--- src/rtl/mem_access_ctrl.sv ---
// Load/store sequencer between the CPU control unit and ram_256_b.
// Validates size/alignment, sequences RAM enable/mode/op_code and sign-extends loads.
`timescale 1ns/1ps
module mem_access_ctrl #(
  parameter int unsigned READ_WAIT     = 2,
  parameter int unsigned WRITE_TIMEOUT = 15
) (
  input  logic        clk,
  input  logic        reset_n,
  input  logic        mfa,
  input  logic        rw,
  input  logic [1:0]  size,
  input  logic        signed_ld,
  input  logic [7:0]  addr,
  input  logic [31:0] wdata,
  output logic        cpu_moc,
  output logic [31:0] rdata,
  output logic        fault,
  output logic        busy,
  output logic        ram_enable,
  output logic        ram_w_r,
  output logic [1:0]  ram_op_code,
  output logic [7:0]  ram_address,
  output logic [31:0] ram_data_out,
  input  logic        ram_moc,
  input  logic [31:0] ram_data_in
);

  localparam int unsigned CNT_W = 8;
  localparam logic [CNT_W-1:0] READ_LAST  = CNT_W'(READ_WAIT - 1);
  localparam logic [CNT_W-1:0] WRITE_LAST = CNT_W'(WRITE_TIMEOUT - 1);
  localparam logic [1:0] SZ_BYTE = 2'b00;
  localparam logic [1:0] SZ_HALF = 2'b01;
  localparam logic [1:0] SZ_WORD = 2'b10;

  typedef enum logic [2:0] {
    S_IDLE,
    S_SETUP,
    S_ACCESS,
    S_DONE,
    S_FAULT
  } state_t;

  state_t           state;
  logic [CNT_W-1:0] cnt;
  logic             req_rw;
  logic [1:0]       req_size;
  logic             req_signed;
  logic             illegal_c;
  logic [31:0]      load_ext_c;

  // Request legality: size must be defined and the address naturally aligned.
  always_comb begin
    illegal_c = 1'b0;
    case (size)
      SZ_BYTE: illegal_c = 1'b0;
      SZ_HALF: illegal_c = addr[0];
      SZ_WORD: illegal_c = (addr[1:0] != 2'b00);
      default: illegal_c = 1'b1;
    endcase
  end

  // The RAM zero-pads narrow reads, so only signed byte/halfword loads need work.
  always_comb begin
    load_ext_c = ram_data_in;
    if (req_signed) begin
      case (req_size)
        SZ_BYTE: load_ext_c = {{24{ram_data_in[7]}}, ram_data_in[7:0]};
        SZ_HALF: load_ext_c = {{16{ram_data_in[15]}}, ram_data_in[15:0]};
        default: load_ext_c = ram_data_in;
      endcase
    end
  end

  always_ff @(posedge clk or negedge reset_n) begin
    if (!reset_n) begin
      state        <= S_IDLE;
      cnt          <= '0;
      req_rw       <= 1'b1;
      req_size     <= SZ_BYTE;
      req_signed   <= 1'b0;
      cpu_moc      <= 1'b0;
      fault        <= 1'b0;
      busy         <= 1'b0;
      rdata        <= '0;
      ram_enable   <= 1'b0;
      ram_w_r      <= 1'b1;
      ram_op_code  <= '0;
      ram_address  <= '0;
      ram_data_out <= '0;
    end else begin
      cpu_moc <= 1'b0;
      fault   <= 1'b0;
      case (state)
        S_IDLE: begin
          if (mfa) begin
            req_rw     <= rw;
            req_size   <= size;
            req_signed <= signed_ld;
            busy       <= 1'b1;
            cnt        <= '0;
            if (illegal_c) begin
              state   <= S_FAULT;
              cpu_moc <= 1'b1;
              fault   <= 1'b1;
            end else begin
              // Mode and op_code settle here, a full cycle before enable rises.
              state        <= S_SETUP;
              ram_w_r      <= rw;
              ram_op_code  <= size;
              ram_address  <= addr;
              ram_data_out <= wdata;
            end
          end
        end
        S_SETUP: begin
          state      <= S_ACCESS;
          ram_enable <= 1'b1;
          cnt        <= '0;
        end
        S_ACCESS: begin
          if (req_rw) begin
            if (cnt == READ_LAST) begin
              rdata      <= load_ext_c;
              ram_enable <= 1'b0;
              cpu_moc    <= 1'b1;
              state      <= S_DONE;
            end else begin
              cnt <= cnt + CNT_W'(1);
            end
          end else if (ram_moc) begin
            ram_enable <= 1'b0;
            cpu_moc    <= 1'b1;
            state      <= S_DONE;
          end else if (cnt == WRITE_LAST) begin
            ram_enable <= 1'b0;
            cpu_moc    <= 1'b1;
            fault      <= 1'b1;
            state      <= S_FAULT;
          end else begin
            cnt <= cnt + CNT_W'(1);
          end
        end
        S_DONE, S_FAULT: begin
          state <= S_IDLE;
          busy  <= 1'b0;
        end
        default: begin
          state      <= S_IDLE;
          busy       <= 1'b0;
          ram_enable <= 1'b0;
        end
      endcase
    end
  end

endmodule

--- config.mk ---
export PLATFORM = sky130hd
export DESIGN_NAME = mem_access_ctrl
export DESIGN_NICKNAME = d
export VERILOG_FILES = /design/src/rtl/mem_access_ctrl.sv
export SDC_FILE = /design/constraint.sdc
export NUM_CORES = 1
export LEC_CHECK = 0
export CAP_MARGIN = 20
export CELL_PAD_IN_SITES_DETAIL_PLACEMENT = 0
export CELL_PAD_IN_SITES_GLOBAL_PLACEMENT = 2
export CORE_ASPECT_RATIO = 1.75
export CORE_UTILIZATION = 29
export CTS_CLUSTER_SIZE = 40
export DETAILED_ROUTE_END_ITERATION = 16
export PLACE_DENSITY = 0.94
export SLEW_MARGIN = 20
export SYNTH_ARGS = -nofsm -noshare
export SYNTH_HDL_FRONTEND = slang
export SYNTH_SLANG_ARGS = --single-unit
export TNS_END_PERCENT = 100
--- constraint.sdc ---
create_clock -name clk -period 3.4 [get_ports clk]
set_clock_uncertainty 0.05 [all_clocks]
set_input_delay 0.51 -clock clk [delete_from_list [all_inputs] [get_ports clk]]
set_output_delay 0.51 -clock clk [all_outputs]
set_load 0.02 [all_outputs]
== Word level (Yosys, flattened, before mapping) ==
Index checks and enable logic that the tools add are counted.

* Add/subtract/negate cells: 1
* Eq/ne operators: 15
* Muxes and demuxes: 33
* Bitwise gates (word level): 3
* Reductions and logical operators: 14

{| class="wikitable"
|+ Operator list
! operator !! number
|-
| $pmux 32 s2 || 1
|-
| $mux 8 || 5
|-
| $mux 32 || 1
|-
| $pmux 8 s3 || 1
|-
| $mux 3 || 6
|-
| $mux 1 || 13
|-
| $ne 3x3->1 const B || 4
|-
| $reduce_and 3->1 || 4
|-
| $pmux 3 s3 || 1
|-
| $add 8x1->8 const B || 1
|-
| $eq 8x1->1 const B || 1
|-
| $eq 8x4->1 const B || 1
|-
| $eq 3x2->1 const B || 2
|-
| $pmux 1 s2 || 3
|-
| $pmux 1 s3 || 2
|-
| $reduce_and 5->1 || 1
|-
| $eq 2x1->1 const B || 2
|-
| $logic_not 2->1 || 2
|-
| $ne 4x4->1 const B || 1
|-
| $reduce_and 2->1 || 2
|-
| $eq 3x1->1 const B || 1
|-
| $eq 3x3->1 const B || 1
|-
| $logic_not 3->1 || 1
|-
| $not 1->1 || 3
|-
| 6 further kinds || 6
|}

* Register bits after elaboration: 94
* Input bits: 80
* Output and inout port bits: 79

== Logic depth before layout (Yosys ltp) ==
Gate-level depths: netlist of the first run.

* Word-level depth: 5
* Depth in mapped cells: 8
* Depth with buffers taken out: 6

== Worst setup path before layout of the first run ==
No wires, ideal clock.

* Path type: register to register
* From: reg cnt[1]
* To: reg cnt[0]
* Data arrival time: 1.764 ns
* Setup slack: 1.522 ns
* Stages on the path, launching flop included: 8
* Clock period less this slack: 1.878 ns
* Path through: dfrtp_1 inv_1 ha_1 or3b_2 a32oi_1 and3_1 buf_4 mux2_2

* Cells in the longest elaborated chain, start to end: 3
* Elaborated cells between the ends (all ways): 5
* Those cells by class: eq/ne: 4; reduce/logical: 1

{| class="wikitable"
|+ Ends and longest elaborated chain
! item !! line !! source
|-
| start, declared || 45 || <nowiki>logic [CNT_W-1:0] cnt;</nowiki>
|-
| start signal, assigned || 129 || <nowiki>cnt <= cnt + CNT_W'(1);</nowiki>
|-
| start signal, assigned || 141 || <nowiki>cnt <= cnt + CNT_W'(1);</nowiki>
|-
| $eq 8x1->1 / $eq 8x4->1 (equally long branches) || 123, 135 ||
|-
| $ne 3x3->1 (no source line) || -- ||
|-
| $reduce_and 5->1 (no source line) * || -- ||
|}

Mark *: on every way between the ends. The rest lies on a longest branch, timed or not.
A chain may end at the register's enable or synchronous reset.

== Worst setup path in the final report of the first run ==
Same ends and word-level chain as after synthesis.

==> metrics, run 1 <==
Worst-Margin Slew between 0.9 and 1 ns; total CTS buffers 9; Synth top area share 0.5672; NetSw about 2100 uW; final instance area between 6000 and 7000 um2; cell count after synthesis 349; placer congestion estimate ~0.83; Reg power frac 0.345; Synth area leader dfrtp_1; pwr dens about 920 nW/um2; Hold/Removal Path Class primary input to asynchronous set/reset pin; Worst Setup End Kind register; antenna viol nets, final 0; synth warn 0; register area share after synthesis 0.5801; die area ~14000 um2; total power about 5600 uW; # resized after CTS 0; number of port buffers 158; Async SR Flop Fraction 1.000; setup violators final 0; vias per cell 4.790; r2r endpoint cnt[0]$_DFFE_PN0P_; layout cells sized above 1 0.1696; CTS tree yes; Initial Util 0.3001; Post-CTS Setup Inserts 0; Final Cycle Share 0.6647; Num Clock Sinks 94; I/O pins 159; overflow left after global routing 0; Die H around 160 um; Critical Path, Cell by Cell inv_1 > ha_1 > or3b_2 > a32oi_1 > and3_1 > mux2_2; hpwl dp between 8 and 9 mm; Core ar. 13520 um2; worst vdd ir between 0.3 and 0.4 mV; synth top area cells dfrtp_1 (57%), mux2_2 (14%), o21ai_0 (6.2%); Layout Nets 585; minimum clock period around 2.3 ns; Slew Limit Headroom 0.3843; max-slew violations 0; Critical path buffers and inverters 1; Vias ~3300; Yosys cell types 47; CTS Buffer Depth 2; EDFF count, synth 0; Clk network pwr share 0.186; #FFs+latches synth 94; hold slack final 0.1768 ns; Pleak between 0.002 and 0.003 uW; status finished, final reports clean; synthesized cell area 4059 um2; std cell rows 56; # hold bufs at CTS 0; Reg-to-Reg Start cnt[1]$_DFFE_PN0P_; Routed WL approximately 11 mm; die width between 90 and 100 um; H-tree depth 3; Sw Ratio 0.3715; final hold violations 0; R2R cell count 6; unrepaired setup endpoints after global routing no; clock latency on the worst-skew pair approximately 0.33 ns; clock root buffer clkbuf_16; Synth-to-Final Area Change 49.81%; Worst EP required approximately 3.6 ns; setup TNS 0 ns; critical path's largest stage delay approximately 0.47 ns; largest net degree at the start of global routing 60; ys flop type dfrtp_1; most common cell in the netlist dfrtp_1; critical path's top delay family simple AND/OR/NAND/NOR gates; reg2reg setup slack approximately 1.1 ns; startpoint types register; Gate power share 0.468; top post-synthesis cells by count dfrtp_1 (92), mux2_2 (50), o21ai_0 (50); Mean Syn Cell Area about 12 um2; Iteration-0 DRC Markers 110; DR WL/cell ~16 um; Max Fclk around 440 MHz; CP max stage cell or3b_2; worst path arrival time around 2.5 ns; P_int 3530 uW; clock-pin slew on the worst setup and hold paths 0.07 ns; placed cell areas roughly 5800 um2; post-layout util 0.4497; Antenna Cells 0; Crit Path Category register to register; DRC viols 0; vias in the first global route 3297; Fillers approximately 1300; initial antenna violation count 0; CP max FO 7; max_cap viols 0; total global routing track utilization 0.1476; DRT Pass-1 Iters 4; syn nets 432; first-pass GRT wire length around 17 mm
-- worst register-to-register path, stage by stage (launching register included) --
cell     delay (ns)
dfrtp_1        0.44
inv_1          0.08
ha_1           0.14
or3b_2         0.47
a32oi_1        0.40
and3_1         0.41
mux2_2         0.22
-- placed cells by master, fill, tap and decap left out, types with 3 or more instances in the layout --
master / n
clkdlybuf4s50_1: 157
dfrtp_1: 92
o21ai_0: 50
mux2_2: 50
nand2_1: 38
inv_1: 10
a21oi_1: 10
clkbuf_16: 9
nor2_1: 7
nor3_1: 6
buf_4: 6
nand3_1: 4
nand4_1: 4
nand2b_1: 4
and3_1: 3
or2_2: 3
a32oi_1: 3
ha_1: 3
-- logic make-up after synthesis --
family,Yosys count,synth area share
flip-flops,94,0.5801
AO/OA/AOI/OAI,86,0.1258
AND/OR/NAND/NOR,85,0.1064
multiplexers,50,0.1387
buffers and inverters,31,0.03977
adder cells (fa/ha/maj),3,0.009249
-- flip-flops by register name (all words and copies together), names as in the netlist --
name,flops
cnt,8
ram_data_out,32
rdata,32
ram_op_code,2
cpu_moc,1
req_signed,1
ram_enable,1
ram_w_r,1
state,3
req_rw,1
busy,1
req_size,2
fault,1
ram_address,8
-- how the worst max path moves through the flow --
stage / from / to / cells after the start
after floorplan: cnt[1]$_DFFE_PN0P_ / cnt[0]$_DFFE_PN0P_ / 7
after global placement: mfa / ram_data_out[19]$_DFFE_PN0P_ / 6
after detailed placement: mfa / ram_data_out[29]$_DFFE_PN0P_ / 6
after CTS: cnt[1]$_DFFE_PN0P_ / cnt[0]$_DFFE_PN0P_ / 6
after global routing: cnt[1]$_DFFE_PN0P_ / cnt[0]$_DFFE_PN0P_ / 6
final: cnt[1]$_DFFE_PN0P_ / cnt[0]$_DFFE_PN0P_ / 6
-- power by group through the flow --
stage	clock, uW	sequential [uW]	combinational, uW
2_1_floorplan	0	2480	857
3_3_place_gp	0	1940	2620
3_5_place_dp	0	1970	2650
4_1_cts	1080	1950	2660
5_1_grt	1130	2020	2820
6_report	1050	1940	2630
-- layer usage --
layer | vias up | global-route usage | routed length, um
met1 | 1597 | 0.1709 | 4168
met4 | 0 | 0.04837 | 174
met3 | 12 | 0.02483 | 436
li1 | 1539 | - | -
met5 | - | 0 | 0
met2 | 114 | 0.2739 | 5890
-- final cells by class --
type,instances,area [um2],area share
sequential,94,2355,0.3872
timing repair buffer,163,1617,0.2658
multi-input combinational,224,1543,0.2537
clock buffer,9,225.2,0.03704
inverter,10,37.54,0.006173
tap,174,217.7,0.03580
clock inverter,7,86.33,0.01420
-- stage by stage --
step / instances / worst slack [ns]
after floorplan: 349 / 1.522
after global placement: 665 / 0.8977
after detailed placement: 665 / 0.8491
after CTS: 681 / 1.160
after global routing: 681 / 1.056
final: 681 / 1.140
Power figures use the tool's default switching activity.
==> run 2: changes to the inputs <==
Settings changed: CORE_UTILIZATION 29 to 24, PLACE_DENSITY 0.94 to 0.84.
Clock period 3.4 ns to 1.98 ns, I/O delays scaled along.
==> metrics, run 2 (synthesis results as in run 1) <==
status finished, final reports clean; initial antenna violation count 0; Num Clock Sinks 94; placed cell count approximately 740; Core ar. between 15000 and 20000 um2; die width 100.3 um; setup violators final 0; Reg-to-Reg Start cnt[5]$_DFFE_PN0P_; CP max stage cell clkdlybuf4s50_1; Critical path buffers and inverters 1; die area 17460 um2; Synth-to-Final Area Change 57.64%; antenna viol nets, final 0; clock latency on the worst-skew pair between 0.3 and 0.4 ns; Pleak 0.002729 uW; clock root buffer clkbuf_16; DRC viols 0; worst path arrival time approximately 1.5 ns; Sw Ratio 0.3619; worst vdd ir approximately 0.46 mV; reg2reg setup slack about 0.14 ns; Die H ~170 um; hpwl dp 8.841 mm; pre-CTS WS -0.07886 ns; post-layout util 0.3891; placer congestion estimate roughly 0.77; critical path's largest stage delay roughly 0.62 ns; std cell rows 62; r2r endpoint cnt[6]$_DFFE_PN0P_; CTS Buffer Depth 2; setup TNS 0 ns; NetSw 3598 uW; total CTS buffers 9; Layout Nets 610; Worst-Margin Slew 0.4386 ns; final cell count without fillers 756; Antenna Cells 0; Slew Limit Headroom 0.7076; total power between 9000 and 10000 uW; Routed WL 11.53 mm; max_cap viols 0; post-route setup slack ~0.14 ns; P_int ~6300 uW; Final Cycle Share 0.9318; most frequent cells in the layout clkdlybuf4s50_1 (157), dfrtp_1 (92), o21ai_0 (50), mux2_2 (50), nand2_1 (38); pwr dens 1554 nW/um2; Clk network pwr share 0.186; first-pass GRT wire length between 15 and 20 mm; critical path's top delay family buffers and inverters; Crit Path Category register to output port; Post-CTS Setup Inserts 0; R2R cell count 4; final hold violations 0; Fillers 1645; largest net degree at the start of global routing 58; Reg power frac 0.332; Levels on crit path 1; worst setup path startpoint ram_w_r$_DFFE_PN1P_; Vias 3429; DRT Pass-1 Iters 4; layout cells sized above 1 0.2086; DR WL/cell 15.25 um; vias per cell ~4.5; vias in the first global route 3555; Initial Util 0.2468; minimum clock period approximately 1.8 ns; Worst Setup End Kind output port; H-tree depth 3; number of port buffers about 160; Worst EP required 1.63 ns; total global routing track utilization 0.1380; max-slew violations 0; CP max FO 2; CTS tree yes; I/O pins approximately 160; largest registers ram_data_out x32, rdata x32; startpoint types register; Critical Path, Cell by Cell clkdlybuf4s50_1; unrepaired setup endpoints after global routing no; commonest non-fill, non-tap cell in the layout clkdlybuf4s50_1; overflow left after global routing 0; worst setup path end ram_w_r; Max Fclk ~540 MHz; Hold/Removal Path Class primary input to asynchronous set/reset pin; Gate power share 0.482; clock-pin slew on the worst setup and hold paths roughly 0.060 ns; Iteration-0 DRC Markers 95
run 2: changes by cell type in the layout (fill, tap and decap cells not counted), sizes merged:
cell	change
buf	+24
clkinv	+2
clkbuf	+1
inv	-4
bufinv	+1
dlygate4sd3	+1
run 2: routing by layer:
layer,track usage,vias up,wire length (um)
met5,0,-,0
met4,0.06824,0,367
met3,0.02332,28,508
met2,0.2603,131,6515
met1,0.1429,1679,4138
li1,-,1591,-
run 2: worst reg2reg max path, cell delays in order (launching register included):
cell     delay [ns]
dfrtp_1        0.42
or4_4          0.57
o21ai_2        0.23
a21oi_2        0.14
a221o_1        0.32
run 2: final cells by class:
class / instances / area, um2 / share of cell area
clock buffer: 10 / 229.0 / 0.03578
multi-input combinational: 224 / 1554 / 0.2429
clock inverter: 6 / 86.33 / 0.01349
inverter: 10 / 37.54 / 0.005866
timing repair buffer: 188 / 1857 / 0.2902
tap: 224 / 280.3 / 0.04380
sequential: 94 / 2355 / 0.3680
run 2: worst min-delay path by stage:
| stage | start | endpoint | slack, ns | cells after the start |
|---|---|---|---|---|
| after CTS | reset_n | cnt[0]$_DFFE_PN0P_ | 0.40 | 2 |
| after global routing | reset_n | rdata[9]$_DFFE_PN0P_ | 0.41 | 2 |
| final | reset_n | rdata[9]$_DFFE_PN0P_ | 0.39 | 2 |
| after floorplan | reset_n | busy$_DFFE_PN0P_ | -0.05 | 0 |
| after global placement | reset_n | cnt[0]$_DFFE_PN0P_ | 0.22 | 1 |
| after detailed placement | reset_n | cnt[0]$_DFFE_PN0P_ | 0.22 | 1 |
run 2: power groups by stage:
stage / combinational, uW / clock [uW] / sequential (uW)
after floorplan: 1470 / 0 / 4260
after global placement: 4760 / 0 / 3300
after detailed placement: 4840 / 0 / 3340
after CTS: 4850 / 1920 / 3310
after global routing: 5160 / 2000 / 3430
final: 4800 / 1850 / 3300
run 2: repair_timing:
| action | 4_1_cts | 5_1_grt |
|---|---|---|
| hold buffers | 1 | 0 |
| pin swaps | 0 | 1 |
| resized for setup | 1 | 2 |
| endpoints found under the hold margin | 26 | 0 |
| setup endpoints to repair | 4 | 8 |
run 2: per-stage QoR:
step	hold slack [ns]	area (um2)
floorplan	-0.04859	4059
global placement	0.2192	6062
detailed placement	0.2247	6062
CTS	0.3962	6389
global route	0.4073	6399
finish	0.3852	6399
==> edit (flow settings as in run 1) <==
Re-encode `state_t` (5 states) as Gray code, 3 bits wide.
--- a/src/rtl/mem_access_ctrl.sv
+++ b/src/rtl/mem_access_ctrl.sv
@@ -34,11 +34,11 @@
   localparam logic [1:0] SZ_WORD = 2'b10;
 
   typedef enum logic [2:0] {
-    S_IDLE,
-    S_SETUP,
-    S_ACCESS,
-    S_DONE,
-    S_FAULT
+    S_IDLE   = 3'b000,
+    S_SETUP  = 3'b001,
+    S_ACCESS = 3'b011,
+    S_DONE   = 3'b010,
+    S_FAULT  = 3'b110
   } state_t;
 
   state_t           state;
Behaviour: no difference found for any inputs over 4 cycles, from zero or initial values and one cycle with reset_n low; so few cycles prove little.
==> edit against run 1 <==
- sequential cell count stayed put
- largest power group unchanged
- critical endpoint is now cnt[3]
- routed wire length is 6.3% lower
- total power is 2.9% lower
- die area is 3.7% lower
- area after synthesis is 3.7% lower
- critical path depth is 1 lower
- setup slack better by 5.0 ps
- final area is 1.6% lower
==> edit: results (changes against run 1) <==
Most frequent cells after synthesis: dfrtp_1 (92), mux2_2 (50), nand2_1 (33), o21ai_0 (26), o21ai_1 (22)
All-Layer GR Usage: 14.7% (-0.037 points)
Largest registers: ram_data_out: 32 flops, rdata: 32 flops
Vias in the first global route: 3225 (-2.2%)
Status: complete, no violations
Total number of vias: 3088 (-5.3%)
Filler cells: 1198 (-5.7%)
Placed Instances: 642 (-3.5%)
Top delay family on crit path: compound AO/OA/AOI/OAI gates
DRT iter0 DRCs: 83 (-25%)
Crit Path Max Fanout: 14 (+7)
Slowest stage cell, crit path: o211ai_2
Worst-skew pair later-pin latency: 330 ps (about the same)
Root buf cell: clkbuf_16
Tightest Pin Transition: 637 ps (-283 ps)
Gpl congestion: 0.761 (-8.0%)
Synth async-reset ratio: 100% (unchanged)
Critical Path AT: 2420 ps (-60 ps)
Layout cells sized above 1: 16.6% (-0.33 points)
Num CTS Buffers: 9 (unchanged)
CP peak stage delay: 540 ps (+70 ps)
Post-CTS setup buffer count: 0 (unchanged)
Initial antenna violation count: 0 (unchanged)
Cell variety after synth: 40 (-15%)
Ant. Diodes: 0 (unchanged)
Synth warn: 0 (unchanged)
Syn nets: 408 (-5.6%)
Cts repair resizes: 0 (unchanged)
Port Buffers: 158 (unchanged)
CTS H-Tree Depth: 3 (unchanged)
DR pass1 iterations: 6 (+2)
Mapped Cells: 325 (-6.9%)
R2R cell count: 5 (-1)
Largest net degree at the start of global routing: 58 (-3.3%)
First-pass GRT wire length: 16.2 mm (-3.6%)
VDD IR max: 0.514 mV (+32%)
Seq/Total Area, Yosys: 60.3% (+2.2 points)
Hold WC Path Type: in -> async
Top cells by area, synth: dfrtp_1 (59%), mux2_2 (14%), o21ai_0 (3.3%)
Leak Pwr: 0.00255 uW (-1.3%)
Clock buffer depth: 2 (unchanged)
Avg Vias per Cell: 4.69 (-2.0%)
WL per Instance: 15.2 um (-3.0%)
Final HPWL DP: 7.44 mm (-7.7%)
Total Nets Final: 565 (-3.4%)
Reg clk slew, reported paths: 70 ps (about the same)
## edit: metrics by stage
stage / area [um2] / setup WS, ps
floorplan: 3910 / 1510
global placement: 5700 / 998
detailed placement: 5700 / 952
CTS: 5980 / 1140
global route: 5980 / 999
finish: 5980 / 1150
## edit: power breakdown
| group | internal [uW] | switching (uW) | total (uW) |
|---|---|---|---|
| Sequential | 1640 | 293 | 1930 |
| Clock | 520 | 440 | 960 |
| Combinational | 1310 | 1260 | 2560 |
| Total | 3460 | 1990 | 5450 |
## edit: layer usage
layer	vias up	global-route usage (%)	wire length (um)	part of all wire [%]
li1	1463	-	-	-
met1	1501	15.5	3800	38
met2	101	27.7	5440	54
met3	23	3.22	454	4.5
met4	0	6.79	308	3.1
met5	-	0	0	0
## edit: layout make-up
cell class / count / area [um2] / area share [%]
sequential: 94 / 2350 / 39.4
timing repair buffer: 165 / 1640 / 27.5
multi-input combinational: 206 / 1460 / 24.4
clock buffer: 10 / 239 / 4.00
tap: 171 / 214 / 3.58
clock inverter: 6 / 46.3 / 0.774
inverter: 6 / 22.5 / 0.377
## edit: logic make-up after synthesis
family,synth area share (%)
adder cells (fa/ha/maj),0.961
AO/OA/AOI/OAI,11.6
buffers and inverters,2.66
AND/OR/NAND/NOR,8.93
flip-flops,60.3
multiplexers,15.6
## edit: path summary, 6_finish.rpt
check | startpoint | to | slack [ps]
hold reg to reg | rdata[22] | rdata[22] | 430
min in group clk | rdata[22] | rdata[22] | 430
setup reg to reg | cnt[4] | cnt[3] | 1150
setup / recovery | cnt[4] | cnt[3] | 1150
hold / removal | reset_n | ram_data_out[16] | 40
max in group asynchronous | reset_n | rdata[0] | 2410
